===== config.mk =====
export PLATFORM = sky130hd
export DESIGN_NAME = encode_instr_serializer
export DESIGN_NICKNAME = d
export VERILOG_FILES = /design/src/rtl/encode_instr_serializer_pkg.sv /design/src/rtl/encode_field_shifter.sv /design/src/rtl/encode_instr_serializer.sv
export SDC_FILE = /design/constraint.sdc
export NUM_CORES = 1
export LEC_CHECK = 0
export BUFFER_PORTS_ARGS = -buffer_cell sky130_fd_sc_hd__clkbuf_2
export CORE_MARGIN = 10
export CORE_UTILIZATION = 50
export DETAILED_ROUTE_END_ITERATION = 10
export PLACE_DENSITY = 0.85
export SYNTH_ARGS = -nofsm -noshare
export SYNTH_HDL_FRONTEND = slang
export SYNTH_HIERARCHICAL = 1
export SYNTH_SLANG_ARGS = --single-unit
export TNS_END_PERCENT = 100

===== constraint.sdc =====
create_clock -name clk -period 7.35 [get_ports clk]
set_clock_uncertainty 0.2 [all_clocks]
set_input_delay 0.3675 -clock clk [delete_from_list [all_inputs] [get_ports clk]]
set_output_delay 0.3675 -clock clk [all_outputs]
set_load 0.01 [all_outputs]

===== src/rtl/encode_instr_serializer_pkg.sv =====
// Shared definitions for the instruction byte serializer: FSM state
// encodings, fixed byte constants, the field-length saturation limit and
// the latched descriptor layout.
package encode_instr_serializer_pkg;

  typedef enum logic [2:0] {
    ST_IDLE  = 3'd0,
    ST_PFX   = 3'd1,
    ST_ESC   = 3'd2,
    ST_OPC   = 3'd3,
    ST_MODRM = 3'd4,
    ST_SIB   = 3'd5,
    ST_DISP  = 3'd6,
    ST_IMM   = 3'd7
  } state_e;

  localparam logic [7:0] ESCAPE_BYTE        = 8'h0F;
  localparam logic [7:0] OPSIZE_PREFIX_BYTE = 8'h66;

  // Longest displacement / immediate field the serializer will emit.
  localparam int unsigned FIELD_LEN_MAX = 4;

  // Descriptor fields that are emitted as whole bytes; disp/imm live in
  // their own shifters.
  typedef struct packed {
    logic       pfx;
    logic       esc;
    logic [7:0] opc;
    logic       has_modrm;
    logic [7:0] modrm;
    logic       has_sib;
    logic [7:0] sib;
  } desc_t;

  // Clamp a requested field length to the supported maximum.
  function automatic logic [2:0] sat_field_len(input logic [2:0] len,
                                               input int unsigned max_len);
    if (32'(len) > max_len) return 3'(max_len);
    return len;
  endfunction

endpackage


===== src/rtl/encode_field_shifter.sv =====
// Little-endian byte emitter for one multi-byte field (displacement or
// immediate): load the value and its byte count, then shift one byte out
// per accepted output byte.
module encode_field_shifter (
  input  logic        clk,
  input  logic        rst,
  input  logic        load,
  input  logic [31:0] load_data,
  input  logic [2:0]  load_len,
  input  logic        shift,
  output logic [7:0]  cur_byte,
  output logic [7:0]  next_byte,
  output logic [2:0]  count
);

  logic [31:0] data_q, data_d;
  logic [2:0]  cnt_q, cnt_d;

  // Load has priority; a shift drops the emitted byte and counts down.
  always_comb begin
    // NOTE: every always_comb output gets a default first so no path can infer a latch.
    data_d = data_q;
    cnt_d  = cnt_q;
    if (load) begin
      data_d = load_data;
      cnt_d  = load_len;
    end else if (shift && (cnt_q != 3'd0)) begin
      data_d = {8'h00, data_q[31:8]};
      cnt_d  = cnt_q - 3'd1;
    end
  end

  // Byte counter: reset so the field reads as empty out of reset.
  always_ff @(posedge clk) begin
    // NOTE: sequential state uses non-blocking assignments so every flop samples pre-edge values.
    if (rst) cnt_q <= 3'd0;
    else     cnt_q <= cnt_d;
  end

  // Field data register.
  always_ff @(posedge clk) begin
    // NOTE: pure datapath storage is left unreset; it is always loaded before it is read.
    data_q <= data_d;
  end

  assign cur_byte  = data_q[7:0];
  assign next_byte = data_q[15:8];
  assign count     = cnt_q;

endmodule


===== src/rtl/encode_instr_serializer.sv =====
// Decoded x86 instruction descriptor -> machine bytes, one byte per cycle on
// a valid/ready stream. Order: [0x66] [0x0F] opcode [ModRM] [SIB] [disp] [imm].
// Optional feature macro: ENCODE_OPSIZE_PREFIX_EN enables the 0x66
// operand-size prefix requested through in_opsize16.
module encode_instr_serializer
  import encode_instr_serializer_pkg::*;
#(
  parameter int unsigned MAX_FIELD_BYTES = FIELD_LEN_MAX,
  parameter int unsigned LEN_W           = 4
) (
  input  logic             clk,
  input  logic             rst,
  input  logic             in_valid,
  output logic             in_ready,
  input  logic             in_is_2byte,
  input  logic [7:0]       in_opc,
  input  logic             in_opc_has_reg,
  input  logic [2:0]       in_reg,
  input  logic             in_has_modrm,
  input  logic [7:0]       in_modrm,
  input  logic             in_has_sib,
  input  logic [7:0]       in_sib,
  input  logic [2:0]       in_disp_len,
  input  logic [31:0]      in_disp,
  input  logic [2:0]       in_imm_len,
  input  logic [31:0]      in_imm,
  input  logic             in_opsize16,
  output logic             out_valid,
  input  logic             out_ready,
  output logic [7:0]       out_byte,
  output logic             out_last,
  output logic [LEN_W-1:0] instr_len,
  output logic             busy
);

  state_e           state_q, state_d;
  logic             out_valid_q, out_valid_d;
  logic             out_last_q, out_last_d;
  logic [7:0]       out_byte_q, out_byte_d;
  logic [LEN_W-1:0] instr_len_q, instr_len_d;
  logic [LEN_W-1:0] rem_q, rem_d;
  desc_t            desc_q, desc_d;

  logic             accept, hs;
  logic             pfx_in, sib_in;
  logic [7:0]       opc_in;
  logic [2:0]       disp_len_sat, imm_len_sat;
  logic [LEN_W-1:0] total_len;
  state_e           first_state, adv_state;
  logic [7:0]       first_byte, adv_byte;
  logic [7:0]       disp_cur, disp_next, imm_cur, imm_next;
  logic [2:0]       disp_cnt, imm_cnt;

  assign accept = in_valid && (state_q == ST_IDLE);
  assign hs     = out_valid_q && out_ready;

`ifdef ENCODE_OPSIZE_PREFIX_EN
  assign pfx_in = in_opsize16;
`else
  logic unused_opsize16;
  assign unused_opsize16 = in_opsize16;
  assign pfx_in          = 1'b0;
`endif

  assign opc_in       = in_opc_has_reg ? (in_opc | {5'b00000, in_reg}) : in_opc;
  assign sib_in       = in_has_sib && in_has_modrm;
  assign disp_len_sat = sat_field_len(in_disp_len, MAX_FIELD_BYTES);
  assign imm_len_sat  = sat_field_len(in_imm_len, MAX_FIELD_BYTES);
  assign total_len    = LEN_W'(pfx_in) + LEN_W'(in_is_2byte) + LEN_W'(1'b1)
                      + LEN_W'(in_has_modrm) + LEN_W'(sib_in)
                      + LEN_W'(disp_len_sat) + LEN_W'(imm_len_sat);

  encode_field_shifter u_disp (
    .clk       (clk),
    .rst       (rst),
    .load      (accept),
    .load_data (in_disp),
    .load_len  (disp_len_sat),
    .shift     (hs && (state_q == ST_DISP)),
    .cur_byte  (disp_cur),
    .next_byte (disp_next),
    .count     (disp_cnt)
  );

  encode_field_shifter u_imm (
    .clk       (clk),
    .rst       (rst),
    .load      (accept),
    .load_data (in_imm),
    .load_len  (imm_len_sat),
    .shift     (hs && (state_q == ST_IMM)),
    .cur_byte  (imm_cur),
    .next_byte (imm_next),
    .count     (imm_cnt)
  );

  // Latch the byte-sized descriptor fields on accept.
  always_comb begin
    desc_d = desc_q;
    if (accept) begin
      desc_d.pfx       = pfx_in;
      desc_d.esc       = in_is_2byte;
      desc_d.opc       = opc_in;
      desc_d.has_modrm = in_has_modrm;
      desc_d.modrm     = in_modrm;
      desc_d.has_sib   = sib_in;
      desc_d.sib       = in_sib;
    end
  end

  // Descriptor register.
  always_ff @(posedge clk) begin
    desc_q <= desc_d;
  end

  // Pick the first byte at accept and the next present field after each
  // non-final handshake, skipping absent fields with no bubble.
  always_comb begin
    state_e after_sib;
    state_e after_modrm;
    state_e after_opc;

    first_state = pfx_in ? ST_PFX : (in_is_2byte ? ST_ESC : ST_OPC);
    first_byte  = pfx_in ? OPSIZE_PREFIX_BYTE : (in_is_2byte ? ESCAPE_BYTE : opc_in);

    after_sib   = (disp_cnt != 3'd0) ? ST_DISP : ST_IMM;
    after_modrm = desc_q.has_sib ? ST_SIB : after_sib;
    after_opc   = desc_q.has_modrm ? ST_MODRM : after_sib;

    unique case (state_q)
      ST_PFX:   adv_state = desc_q.esc ? ST_ESC : ST_OPC;
      ST_ESC:   adv_state = ST_OPC;
      ST_OPC:   adv_state = after_opc;
      ST_MODRM: adv_state = after_modrm;
      ST_SIB:   adv_state = after_sib;
      ST_DISP:  adv_state = (disp_cnt > 3'd1) ? ST_DISP : ST_IMM;
      ST_IMM:   adv_state = ST_IMM;
      default:  adv_state = ST_IDLE;
    endcase

    unique case (adv_state)
      ST_PFX:   adv_byte = OPSIZE_PREFIX_BYTE;
      ST_ESC:   adv_byte = ESCAPE_BYTE;
      ST_OPC:   adv_byte = desc_q.opc;
      ST_MODRM: adv_byte = desc_q.modrm;
      ST_SIB:   adv_byte = desc_q.sib;
      ST_DISP:  adv_byte = (state_q == ST_DISP) ? disp_next : disp_cur;
      ST_IMM:   adv_byte = (state_q == ST_IMM) ? imm_next : imm_cur;
      default:  adv_byte = 8'h00;
    endcase
  end

  // FSM next values: outputs are computed one cycle ahead and registered.
  always_comb begin
    state_d     = state_q;
    out_valid_d = out_valid_q;
    out_last_d  = out_last_q;
    out_byte_d  = out_byte_q;
    instr_len_d = instr_len_q;
    rem_d       = rem_q;

    if (state_q == ST_IDLE) begin
      if (accept) begin
        state_d     = first_state;
        out_valid_d = 1'b1;
        out_byte_d  = first_byte;
        out_last_d  = (total_len == LEN_W'(1));
        instr_len_d = total_len;
        rem_d       = total_len;
      end
    end else if (hs) begin
      if (out_last_q) begin
        state_d     = ST_IDLE;
        out_valid_d = 1'b0;
        out_last_d  = 1'b0;
        out_byte_d  = 8'h00;
        rem_d       = '0;
      end else begin
        state_d    = adv_state;
        out_byte_d = adv_byte;
        rem_d      = rem_q - LEN_W'(1);
        out_last_d = (rem_q == LEN_W'(2));
      end
    end
  end

  // FSM state and registered outputs.
  always_ff @(posedge clk) begin
    if (rst) begin
      state_q     <= ST_IDLE;
      out_valid_q <= 1'b0;
      out_last_q  <= 1'b0;
      out_byte_q  <= 8'h00;
      instr_len_q <= '0;
      rem_q       <= '0;
    end else begin
      state_q     <= state_d;
      out_valid_q <= out_valid_d;
      out_last_q  <= out_last_d;
      out_byte_q  <= out_byte_d;
      instr_len_q <= instr_len_d;
      rem_q       <= rem_d;
    end
  end

  assign in_ready  = (state_q == ST_IDLE);
  assign busy      = (state_q != ST_IDLE);
  assign out_valid = out_valid_q;
  assign out_last  = out_last_q;
  assign out_byte  = out_byte_q;
  assign instr_len = instr_len_q;

endmodule


==> flow_summary_export.csv <==
group,metric,value,unit
outcome,status,"finished, final reports clean",
timing,worstMarginPinSlew,0.953,ns
logic_synthesis,syn_area_per_cell,12.2,um^2
power_and_ir_drop,switching_power,0.593,mW
timing,rsz0062_at_grt,"no",
worst_hold_path,worstHoldPathType,"in2reg",
logic_synthesis,synth_nets,615,
clocking,ctsLongestPathBuffers,2,
logic_synthesis,ys_seq_area_share,54.2,%
timing,slew_violations,0,
route,avgRoutedWirePerCell,18.3,um
clocking,clk_pin_slew,0.05,ns
logic_synthesis,ys_ff_latch,118,
die,fp.dieH,130,um
logic_synthesis,syn_area,6040,um^2
die,rows,40,
clocking,worstSkewPairLatency,0.41,ns
logic_synthesis,yosysWarningCount,6,
route,dr.first_iter.drc_count,256,
cells_and_area,fin_area,7220,um^2
timing,hold_violations,0,
global_routing,grt_pass1_wl,22500,um
timing,fmax,306,MHz
logic_synthesis,netlist_instances,494,
placed_design,postPlaceCellArea,6480,um^2
route,highest_layer,"met4",
setup_path,worst-path-max-fanout,3,
die,die_area,16900,um^2
timing,period_share,44.5,%
global_routing,grt_use_total,17.1,%
power_and_ir_drop,p_int,1.52,mW
cells_and_area,n_antenna_cell,0,
clocking,numCtsBuffers,17,
route,wl_met3,1190,um
route,via_per_inst,5.46,
route,drt-total-wl,14000,um
job,cap_violations,0,
route,drt_pre_antenna_iters,5,
cells_and_area,syn_to_final_growth,19.5,%
global_routing,grt_pass1_vias,4540,
clocking,root_buffer,"clkbuf_16",
route,wl_met1,5650,um
power_and_ir_drop,power.density,293,nW/um^2
timing,slew_headroom,35.6,%
power_and_ir_drop,pwr-share-comb,22.7,%
die,core,11900,um^2
power_and_ir_drop,seq_power_share,42.9,%
power_and_ir_drop,leakage,2.93,nW
cells_and_area,drive_gt1_share,35.5,%
logic_synthesis,async_reset_ff_share,0,%
die,boundaryPins,122,
route,ant_nets,0,
clocking,cts_tree,"built",
setup_path,cp-end-kind,"flip-flop",
clocking,cts.sinks,118,
die,die_w,130,um
global_routing,antenna_found_initial,0,
cells_and_area,nets,725,
route,dr_total_vias,4175,
clocking,cts_max_level,4,
timing,finalSetupViolations,0,
clocking,cts_resized,0,
placed_design,gp_congestion,0.860,
placed_design,dp.final_hpwl,9970,um
die,initial_core_util,50.7,%
setup_path,cp_data_arrival_time,3.39,ns
logic_synthesis,synth_top_flop_cell,"edfxtp_1",
cells_and_area,final_common_cell,"clkbuf_2",
placed_design,portBuffers,120,
route,wl_met2,6950,um
power_and_ir_drop,switching_share,28.0,%
global_routing,grt_max_degree,113,
logic_synthesis,synth_cell_types,59,
logic_synthesis,synth_enable_flop_cells,91,
timing,tns,0,ns
setup_path,startpoint_type,"primary input",
global_routing,gr-total-overflow,0,
setup_path,cp.required,7.47,ns
setup_path,critical_path_class,"in2reg",
cells_and_area,layout_common_cells,"clkbuf_2 (120), edfxtp_1 (91), mux2_2 (53)",
power_and_ir_drop,ir_drop,0.000174,V
route,drc,0,
power_and_ir_drop,clockPowerShare,34.4,%
timing,fin_crit,3.27,ns
## power groups by stage
stage	Clock [mW]	Combinational, mW	Sequential [mW]
after detailed placement	0	0.471	0.920
after global routing	0.779	0.533	0.920
after CTS	0.745	0.483	0.908
after global placement	0	0.453	0.914
after floorplan	0	0.380	0.904
final	0.728	0.480	0.908
## metrics by stage
step	utilization [%]	setup slack (ns)	hold WS [ns]	power [mW]	instances
3_5_place_dp	54.4	4.20	0.274	1.39	710
5_1_grt	60.7	3.92	0.00957	2.23	764
4_1_cts	60.7	4.09	0.00344	2.14	764
3_3_place_gp	54.4	4.29	0.244	1.37	710
6_report	60.7	4.08	0.0203	2.12	764
2_1_floorplan	-	4.58	0.232	1.28	494
## synthesized netlist by cell type, types with 3 or more instances
| cell type | number | area share [%] |
|---|---|---|
| a22o_1 | 3 | 0.43 |
| xnor2_1 | 3 | 0.43 |
| nor3b_1 | 4 | 0.50 |
| nor2b_1 | 4 | 0.41 |
| a22oi_1 | 7 | 0.87 |
| nand2b_1 | 8 | 0.83 |
| nor3_1 | 8 | 0.66 |
| o21a_1 | 3 | 0.37 |
| o21ai_0 | 12 | 0.99 |
| nor2_1 | 25 | 1.6 |
| inv_1 | 23 | 1.4 |
| a211oi_1 | 11 | 1.4 |
| buf_6 | 6 | 1.1 |
| edfxtp_1 | 91 | 45 |
| nand2_1 | 22 | 1.4 |
| a21oi_2 | 3 | 0.43 |
| ha_1 | 12 | 2.5 |
| fa_1 | 3 | 0.99 |
| mux2_2 | 53 | 9.9 |
| a21o_1 | 4 | 0.50 |
| a21oi_1 | 29 | 2.4 |
| clkbuf_1 | 11 | 0.68 |
| dfxtp_1 | 27 | 8.9 |
| a221o_1 | 3 | 0.50 |
| a221oi_1 | 5 | 0.72 |
| buf_2 | 6 | 0.50 |
| nand3_1 | 7 | 0.58 |
| and2_1 | 19 | 2.0 |
| buf_4 | 33 | 4.1 |
| mux2i_1 | 15 | 2.5 |
## per-layer routing
metal	up-vias	GRT usage, %
met5	-	0
met4	0	5.29
met3	14	6.86
met2	144	28.4
met1	2006	19.9
li1	2011	-
## repair_timing
item	in CTS	in global routing
hold buffers	22	0
hold endpoints to repair	22	0
buffers inserted	0	0
## area by class of cell
class / instances / area (um^2)
timing repair buffer: 148 / 866
clock buffer: 27 / 494
multi-input combinational: 294 / 2270
clock inverter: 5 / 27.5
inverter: 25 / 114
fill: 971 / 4690
sequential: 118 / 3270
tap: 147 / 184
## final timing paths
check	startpoint	end	slack (ns)	cells after the start
worst max-delay path	in_has_modrm	out_last	4.08	14
worst min-delay path	in_is_2byte	desc_q[26]	0.02	1
worst max register to register	state_q[1]	out_byte[7]	4.37	9
worst min register to register	instr_len[0]	instr_len[0]	0.27	2
## worst max-delay path, cell delays in order
cell and delay [ns]:
dlygate4sd3_1 0.52, clkbuf_2 0.13, nand2_1 0.09, ha_1 0.30
fa_1 0.44, inv_1 0.07, ha_1 0.17, inv_1 0.06
fa_1 0.38, xor2_1 0.33, nand4_1 0.14, nor2_1 0.10
a311oi_1 0.06, a211oi_1 0.22
## state kept, by name (all words and copies together) (netlist names)
register,cells
u_disp/count,3
state_q,3
out_valid,1
out_last,1
rem_q,4
u_imm/data_q,32
out_byte,8
desc_q,27
instr_len,4
u_imm/count,3
u_disp/data_q,32
## logic make-up (layout without fill, tap and decap cells)
kind of cell	Yosys count	count (layout)	share of synthesized area, %
AOI/OAI and AO/OA	96	96	11.0
DFF	118	118	54.2
and+or+nand+nor	111	111	10.0
adders and majority gates	15	15	3.48
xor gates and xnor gates	4	4	0.580
muxes	68	68	12.4
buffers and inverters	82	205	8.34
Note: power is estimated with default switching activity, not from simulation.
